$ cat src/rtl/stream_mux_rr.sv
// stream_mux_rr: registered N-to-1 word multiplexer with valid/ready on every
// input channel and on the output. It supports direct-select and round-robin
// arbitration.
// Optional feature macro: MUX_XFER_CNT_EN adds a 16-bit output handshake
// counter (xfer_count).
module stream_mux_rr #(
  parameter int WORD_SIZE  = 32,
  parameter int NUM_INPUTS = 4,
  parameter int SEL_WIDTH  = 2
) (
  input  logic                             clk,
  input  logic                             rst_n,
  input  logic                             mode,
  input  logic [SEL_WIDTH-1:0]             select,
  input  logic [NUM_INPUTS*WORD_SIZE-1:0]  in_data,
  input  logic [NUM_INPUTS-1:0]            in_valid,
  output logic [NUM_INPUTS-1:0]            in_ready,
  output logic [WORD_SIZE-1:0]             out_data,
  output logic                             out_valid,
  input  logic                             out_ready,
  output logic [SEL_WIDTH-1:0]             out_src
`ifdef MUX_XFER_CNT_EN
  ,
  output logic [15:0]                      xfer_count
`endif
);

  localparam int SLOTS = 1 << SEL_WIDTH;

  logic [WORD_SIZE-1:0] out_data_reg;
  logic                 out_valid_reg;
  logic [SEL_WIDTH-1:0] out_src_reg;
  logic [SEL_WIDTH-1:0] last_grant_reg;

  // Valid and data are padded to the full select range. An out-of-range
  // index then sees an idle channel and never produces a grant.
  logic [SLOTS-1:0]     valid_ext;
  logic [WORD_SIZE-1:0] chan_data [SLOTS];

  logic                 grant_found;
  logic [SEL_WIDTH-1:0] grant_idx;
  logic [SEL_WIDTH-1:0] cand_idx;
  logic [SEL_WIDTH:0]   cand_sum;
  logic                 can_accept;
  logic                 xfer;

  genvar gi;
  generate
    for (gi = 0; gi < SLOTS; gi++) begin : g_slot
      if (gi < NUM_INPUTS) begin : g_real
        assign valid_ext[gi] = in_valid[gi];
        assign chan_data[gi] = in_data[gi*WORD_SIZE +: WORD_SIZE];
      end else begin : g_pad
        assign valid_ext[gi] = 1'b0;
        assign chan_data[gi] = '0;
      end
    end
  endgenerate

  // Grant selection: direct index in mode 0. In mode 1, take the first valid
  // channel after last_grant, wrapping modulo NUM_INPUTS.
  always_comb begin
    grant_found = 1'b0;
    grant_idx   = '0;
    cand_idx    = '0;
    cand_sum    = '0;
    if (!mode) begin
      if (valid_ext[select]) begin
        grant_found = 1'b1;
        grant_idx   = select;
      end
    end else begin
      for (int k = 1; k <= NUM_INPUTS; k++) begin
        cand_sum = {1'b0, last_grant_reg} + (SEL_WIDTH+1)'(k);
        if (cand_sum >= (SEL_WIDTH+1)'(NUM_INPUTS))
          cand_sum = cand_sum - (SEL_WIDTH+1)'(NUM_INPUTS);
        cand_idx = cand_sum[SEL_WIDTH-1:0];
        if (!grant_found && valid_ext[cand_idx]) begin
          grant_found = 1'b1;
          grant_idx   = cand_idx;
        end
      end
    end
  end

  // The output slot is free when it is empty or when it drains this cycle.
  // Holding reset blocks every input transfer.
  assign can_accept = !out_valid_reg || out_ready;
  assign xfer       = rst_n && can_accept && grant_found;

  generate
    for (gi = 0; gi < NUM_INPUTS; gi++) begin : g_ready
      assign in_ready[gi] = xfer && (grant_idx == SEL_WIDTH'(gi));
    end
  endgenerate

  // Output register and round-robin pointer. A new word replaces a draining
  // word in the same cycle, so no bubble is inserted.
  always_ff @(posedge clk) begin
    if (!rst_n) begin
      out_data_reg   <= '0;
      out_valid_reg  <= 1'b0;
      out_src_reg    <= '0;
      last_grant_reg <= SEL_WIDTH'(NUM_INPUTS - 1);
    end else if (xfer) begin
      out_data_reg  <= chan_data[grant_idx];
      out_src_reg   <= grant_idx;
      out_valid_reg <= 1'b1;
      if (mode)
        last_grant_reg <= grant_idx;
    end else if (out_valid_reg && out_ready) begin
      out_valid_reg <= 1'b0;
    end
  end

  assign out_data  = out_data_reg;
  assign out_valid = out_valid_reg;
  assign out_src   = out_src_reg;

`ifdef MUX_XFER_CNT_EN
  logic [15:0] xfer_count_reg;

  // Count completed output handshakes. The counter wraps naturally at 16 bits.
  always_ff @(posedge clk) begin
    if (!rst_n)
      xfer_count_reg <= '0;
    else if (out_valid_reg && out_ready)
      xfer_count_reg <= xfer_count_reg + 16'd1;
  end

  assign xfer_count = xfer_count_reg;
`endif

endmodule

$ cat config.mk
export PLATFORM = sky130hd
export DESIGN_NAME = stream_mux_rr
export DESIGN_NICKNAME = d
export VERILOG_FILES = /design/src/rtl/stream_mux_rr.sv
export SDC_FILE = /design/constraint.sdc
export NUM_CORES = 1
export LEC_CHECK = 0
export ABC_AREA = 1
export ABC_CLOCK_PERIOD_IN_PS = 1900
export CORE_AREA = 2 2 98 100
export CTS_CLUSTER_SIZE = 10
export DETAILED_ROUTE_END_ITERATION = 16
export DIE_AREA = 0 0 100 102
export PLACE_DENSITY = 0.79
export SLEW_MARGIN = 20
export SYNTH_ARGS = -nofsm -noshare
export SYNTH_HDL_FRONTEND = slang
export SYNTH_SLANG_ARGS = --single-unit
export TNS_END_PERCENT = 50
$ cat constraint.sdc
create_clock -name clk -period 1.9 [get_ports clk]
set_clock_uncertainty 0.1 [all_clocks]
set_input_delay 0.38 -clock clk [delete_from_list [all_inputs] [get_ports clk]]
set_output_delay 0.38 -clock clk [all_outputs]
set_load 0.05 [all_outputs]
==> results of run 1 <==
==> cell families after synthesis <==
group,after synthesis,share of synthesized area [%]
simple gates,379,52.1
compound gates,14,2.41
flops,37,23.0
buf+inv,164,22.5
==> worst max-delay path, delay by kind of cell, from the launching register on <==
kind	cells	cell delay [ps]
simple gates	8	800
buf+inv	4	490
flops	1	440
compound gates	1	140
==> path summary, 6_finish.rpt <==
path	end	startpoint
setup / recovery	in_ready[2]	last_grant_reg[0]
setup reg to reg	out_data[15]	last_grant_reg[0]
hold reg to reg	out_data[30]	out_data[30]
hold / removal	out_data[30]	out_data[30]
==> layout by cell type, fill, tap and decap left out, drive strengths merged <==
cell / instances
nand2: 193
clkinvlp: 1
dlygate4sd2: 5
inv: 125
nand4: 2
nor3: 4
clkbuf: 6
dfxtp: 37
nand3: 172
a21oi: 4
o211ai: 1
clkdlybuf4s50: 132
nor2: 8
a21boi: 1
buf: 87
o21bai: 1
o21ai: 7
==> synth_stat cells (all sizes together) <==
cell type and instances:
nand2 193, nand3 172, inv 125, dfxtp 37, buf 31, clkbuf 8
nor2 8, o21ai 7, a21oi 4, nor3 4, nand4 2, a21boi 1
o211ai 1, o21bai 1
==> timing repair <==
action | in CTS | in global routing
pin swaps | 13 | 10
endpoints found under the setup margin | 40 | 40
setup buffers | 10 | 3
resized for setup | 36 | 10
cloned | 2 | 0
==> final cells by class <==
cell class	instances	area (sq um)
clock buffer	6	82.6
clock inverter	1	7.51
fill	839	3530
inverter	125	489
multi-input combinational	393	1880
sequential	37	746
tap	111	139
timing repair buffer	224	2230
==> metal layers <==
layer	up-vias	track usage (%)	wire length (um)
met2	174	40.3	5920
met4	0	7.06	201
li1	2208	-	-
met3	21	3.97	840
met1	1908	26.1	4620
met5	-	0	0
==> through the flow <==
step                setup TNS (ps)  instances  hold slack (ps)
floorplan                    -1790        594              461
global route                -23460        897              386
finish                      -16790        897              370
detailed placement          -31920        876              359
CTS                         -14800        894              372
global placement            -28500        876              357
==> power breakdown <==
group / switching (mW) / leakage (nW) / internal, mW / total (mW)
Sequential: 0.0740 / 0.306 / 0.896 / 0.970
Clock: 0.274 / 0.0433 / 0.287 / 0.560
Combinational: 1.22 / 2.71 / 0.909 / 2.13
Total: 1.57 / 3.06 / 2.09 / 3.66
==> results.txt, run 1 <==
status = finished with violations
failing checks = setup timing
CP most frequent cell = nand2_2
chip width = 100 um
placed standard-cell area = 0.00523 sq mm
Final GP Congestion = 0.864
worst slew pin tran = 380 ps
via/cell ratio = 4.81
Root Driver = clkbuf_8
#FFs+latches synth = 37
Critical Path Max Stage Delay = 440 ps
cells taking the most area after synthesis = nand3_1, dfxtp_1, nand2_1
H-Tree Depth = 2
area leader, netlist = nand3_1
ANT cells = 0
cells along the critical path = inv_8 -> nand2_4 -> nand2_2 -> nand2_2 -> nand2_2 -> buf_6 -> a21oi_1 -> nand2_1 -> nand3_2 -> nand2_4 -> buf_6 -> nor3_4 -> buf_12
CP arrival = 2150 ps
final antenna-violating net count = 0
Ports = 177
first-pass GRT wire length = 18.5 mm
post-synthesis average cell area = 5.42 sq um
top-area cell type share of the netlist area = 26.6%
Seq/Total Area, Yosys = 23.0%
CORE AREA = 0.00911 sq mm
die height = 102 um
Leakage = 3.06 nW
max reg flops = 32
final core occ = 61.2%
wire per inst = 12.9 um
Congestion Overflow GR = 0
initial antenna violation count = 0
RSZ-0062 raised after global routing = yes
flop-to-flop setup slack = -450 ps
GRT Resource Usage Total = 22.0%
worst min-delay path category = flop to flop
R2R cell count = 18
placement row count = 35
synthesized area = 0.00322 sq mm
DIE AREA = 0.0102 sq mm
Post-Syn Nets = 732
post-place setup slack = -875 ps
Max Root-Sink Buffers = 2
total power = 3.66 mW
Peak Freq = 381 MHz
count of final hold-check violations = 0
final worst setup slack = -726 ps
Synth Instances = 594
Rel. slew slack = 74.6%
Slowest cell on crit path = dfxtp_4
minimum clock period = 2630 ps
CP Max Fanout = 8
layout cells sized above 1 = 16.9%
initial cell density of the core = 35.3%
drt pass-1 iters = 7
maximum vdd drop = 293 uV
worst endpoint required time = 1420 ps
post-route cell area = 0.00558 sq mm
synth unique cells = 22
clock sink count = 37
Reg clk slew, reported paths = 70 ps
vias in the first global route = 4148
via count = 4311
Period Utilization, post-route = 138%
Setup violations, final = 40
Routed WL = 11.6 mm
Cell Pwr Density = 657 mW/mm^2
clock insertion delay at the later pin of the skew report = 280 ps
max-slew violations = 0
Post-CTS Hold Buffers = 0
startpoint types = flop
Max-Cap Viols = 0
Yosys Warn Count = 0
1st-iter DRT viols = 242
DP Wirelength = 8.64 mm
WS Path Type = flop to primary output
Layout Nets = 924
Area growth syn-to-layout = 73.3%
CTS tree = yes
TritonCTS buffer count = 5
WHS Path Cells = 2
Port-buffer cells = 176
CP Capture Type = primary output
largest net degree at the start of global routing = 55
DRC = 0
Power figures use the tool's default switching activity.
==> run 2, diff against run 1 <==
--- a/config.mk
+++ b/config.mk
@@ -11,7 +11,9 @@
 export CTS_CLUSTER_SIZE = 10
 export DETAILED_ROUTE_END_ITERATION = 16
 export DIE_AREA = 0 0 100 102
+export HOLD_SLACK_MARGIN = 0.05
 export PLACE_DENSITY = 0.79
+export SKIP_CTS_REPAIR_TIMING = 1
 export SLEW_MARGIN = 20
 export SYNTH_ARGS = -nofsm -noshare
 export SYNTH_HDL_FRONTEND = slang
==> run 2 against run 1 <==
The run still ends with setup timing left; utilization up 1.7 points; clock-buffer cell count unchanged; clock power about the same; register-to-register slack about the same; global-route usage down 1.3 points; wire length up 5.6%; design area up 2.8%.
==> results.txt, run 2 (synthesis gave the netlist of run 1 again) <==
status = finished with violations
failing checks = setup timing
wire per inst = 13.7 um (+5.7%)
worst slew pin tran = 394 ps (+13.3 ps)
Period Utilization, post-route = 137% (-1.4 points)
CP delay by family, top = simple AND/OR/NAND/NOR gates
Cell Pwr Density = 662 mW/mm^2 (+0.75%)
Root Driver = clkbuf_8
Port-buffer cells = 176 (unchanged)
clock sink count = 37 (unchanged)
initial cell density of the core = 35.3% (unchanged)
CORE AREA = 0.00911 sq mm (unchanged)
layout cells sized above 1 = 17.7% (+0.79 points)
CP most frequent cell = nand2_4
worst min-delay path category = flop to flop
fillers = 815 (-2.9%)
DP Wirelength = 8.64 mm (unchanged)
Routed WL = 12.2 mm (+5.6%)
max-slew violations = 0 (unchanged)
first-pass GRT wire length = 17.6 mm (-4.7%)
Max Root-Sink Buffers = 2 (unchanged)
largest net degree at the start of global routing = 58 (+5.5%)
die height = 102 um (unchanged)
TritonCTS buffer count = 5 (unchanged)
drt pass-1 iters = 5 (-2)
Ports = 177 (unchanged)
Peak Freq = 385 MHz (+1.0%)
Max-Cap Viols = 0 (unchanged)
GRT Resource Usage Total = 20.7% (-1.3 points)
ANT cells = 0 (unchanged)
vias in the first global route = 3997 (-3.6%)
Reg clk slew, reported paths = 70 ps (about the same)
most common cell after layout, fill and taps aside = nand2_1
DP Cell Count = 876 (unchanged)
RSZ-0062 raised after global routing = yes
chip width = 100 um (unchanged)
DRC = 0 (unchanged)
area occupied by multi-input gates = 0.00194 sq mm (+3.5%)
CTS tree = yes
Rel. slew slack = 73.8% (-0.89 points)
HP Start = out_data[30]
Register Area = 746 sq um (unchanged)
Leakage = 3.17 nW (+3.6%)
1st-iter DRT viols = 257 (+6.2%)
final antenna-violating net count = 0 (unchanged)
via/cell ratio = 4.85 (+1.0%)
via count = 4350 (+0.90%)
Setup violations, final = 40 (unchanged)
crit path from = last_grant_reg[0]
placement row count = 35 (unchanged)
maximum vdd drop = 299 uV (+1.9%)
Final Non-Filler Cells = 896 (-0.11%)
minimum clock period = 2600 ps (-27.1 ps)
count of final hold-check violations = 0 (unchanged)
WS Path Type = flop to primary output
CP arrival = 2120 ps (-30 ps)
worst path bufs/invs = 4 (unchanged)
Critical Path Max Stage Delay = 440 ps (about the same)
worst endpoint required time = 1420 ps (about the same)
Slowest cell on crit path = dfxtp_4
final worst setup slack = -699 ps (+27.1 ps)
final setup TNS = -15310 ps (+1480 ps)
most frequent cells in the layout = nand2_1, nand3_1, clkdlybuf4s50_1
Hold WS = 370 ps (-0.0600 ps)
CP Capture Type = primary output
r2r startpoint = last_grant_reg[0]
cells along the critical path = clkinv_8 -> nand2_4 -> nand2_4 -> nand2_4 -> nand2_4 -> buf_6 -> nor2_2 -> nor2_1 -> nand2_1 -> nand3_2 -> nand2_4 -> inv_6 -> nor3_4 -> buf_12
H-Tree Depth = 2 (unchanged)
clock insertion delay at the later pin of the skew report = 280 ps (about the same)
initial antenna violation count = 0 (unchanged)
Congestion Overflow GR = 0 (unchanged)
startpoint types = flop
Final GP Congestion = 0.864 (unchanged)
DIE AREA = 0.0102 sq mm (unchanged)
max reg flops = 32 (unchanged)
CP Max Fanout = 8 (unchanged)
Area growth syn-to-layout = 78.0%
Layout Nets = 923 (-0.11%)
## run 2: layout make-up
type | instances | share of cell area, %
flip-flops and latches | 37 | 13.0
inverters | 125 | 8.58
well taps | 111 | 2.42
clock buffers | 6 | 1.44
clock inverters | 1 | 0.131
repair buffers | 223 | 40.5
multi-input cells | 393 | 33.9
## run 2: final timing paths
| check | end | slack, ps | cells after the start |
|---|---|---|---|
| min | out_data[30] | 370 | 2 |
| min reg2reg | out_data[30] | 370 | 2 |
| max | in_ready[1] | -700 | 14 |
| max reg2reg | out_data[14] | -440 | 19 |
## run 2: where the power goes
group / switching, mW / internal (mW) / leakage [nW]
combinational: 1.28 / 0.980 / 2.82
clock: 0.275 / 0.287 / 0.0433
sequential: 0.0745 / 0.896 / 0.306
total: 1.63 / 2.16 / 3.17
## run 2: per-layer routing
| layer | wire [um] | vias up | part of all wire [%] | track usage [%] |
|---|---|---|---|---|
| met3 | 973 | 18 | 8.0 | 3.76 |
| met5 | 0 | - | 0 | 0 |
| met2 | 6170 | 180 | 50 | 38.2 |
| met1 | 4930 | 1945 | 40 | 24.9 |
| li1 | - | 2207 | - | - |
| met4 | 172 | 0 | 1.4 | 5.27 |
## run 2: worst min-delay path: stages, from the launching register on
cell and delay (ps):
dfxtp_1 320, nand3_1 70, nand2_1 40
## run 2: metrics by stage
stage / power, mW / cell area [sq um] / setup slack [ps] / utilization (%)
5_1_grt: 4.04 / 5730 / -808 / 62.9
4_1_cts: 3.53 / 5320 / -896 / 58.4
3_3_place_gp: 2.93 / 5230 / -800 / 57.4
3_5_place_dp: 2.96 / 5230 / -875 / 57.4
2_1_floorplan: 2.23 / 3300 / -471 / -
6_report: 3.79 / 5730 / -699 / 62.9
==> run 3, diff against run 2 <==
--- a/config.mk
+++ b/config.mk
@@ -11,7 +11,7 @@
 export CTS_CLUSTER_SIZE = 10
 export DETAILED_ROUTE_END_ITERATION = 16
 export DIE_AREA = 0 0 100 102
-export HOLD_SLACK_MARGIN = 0.05
+export HOLD_SLACK_MARGIN = 0.08
 export PLACE_DENSITY = 0.79
 export SKIP_CTS_REPAIR_TIMING = 1
 export SLEW_MARGIN = 20
==> results of run 3 <==
Same layout as run 2: the final DEF is identical, and so are final timing and power.
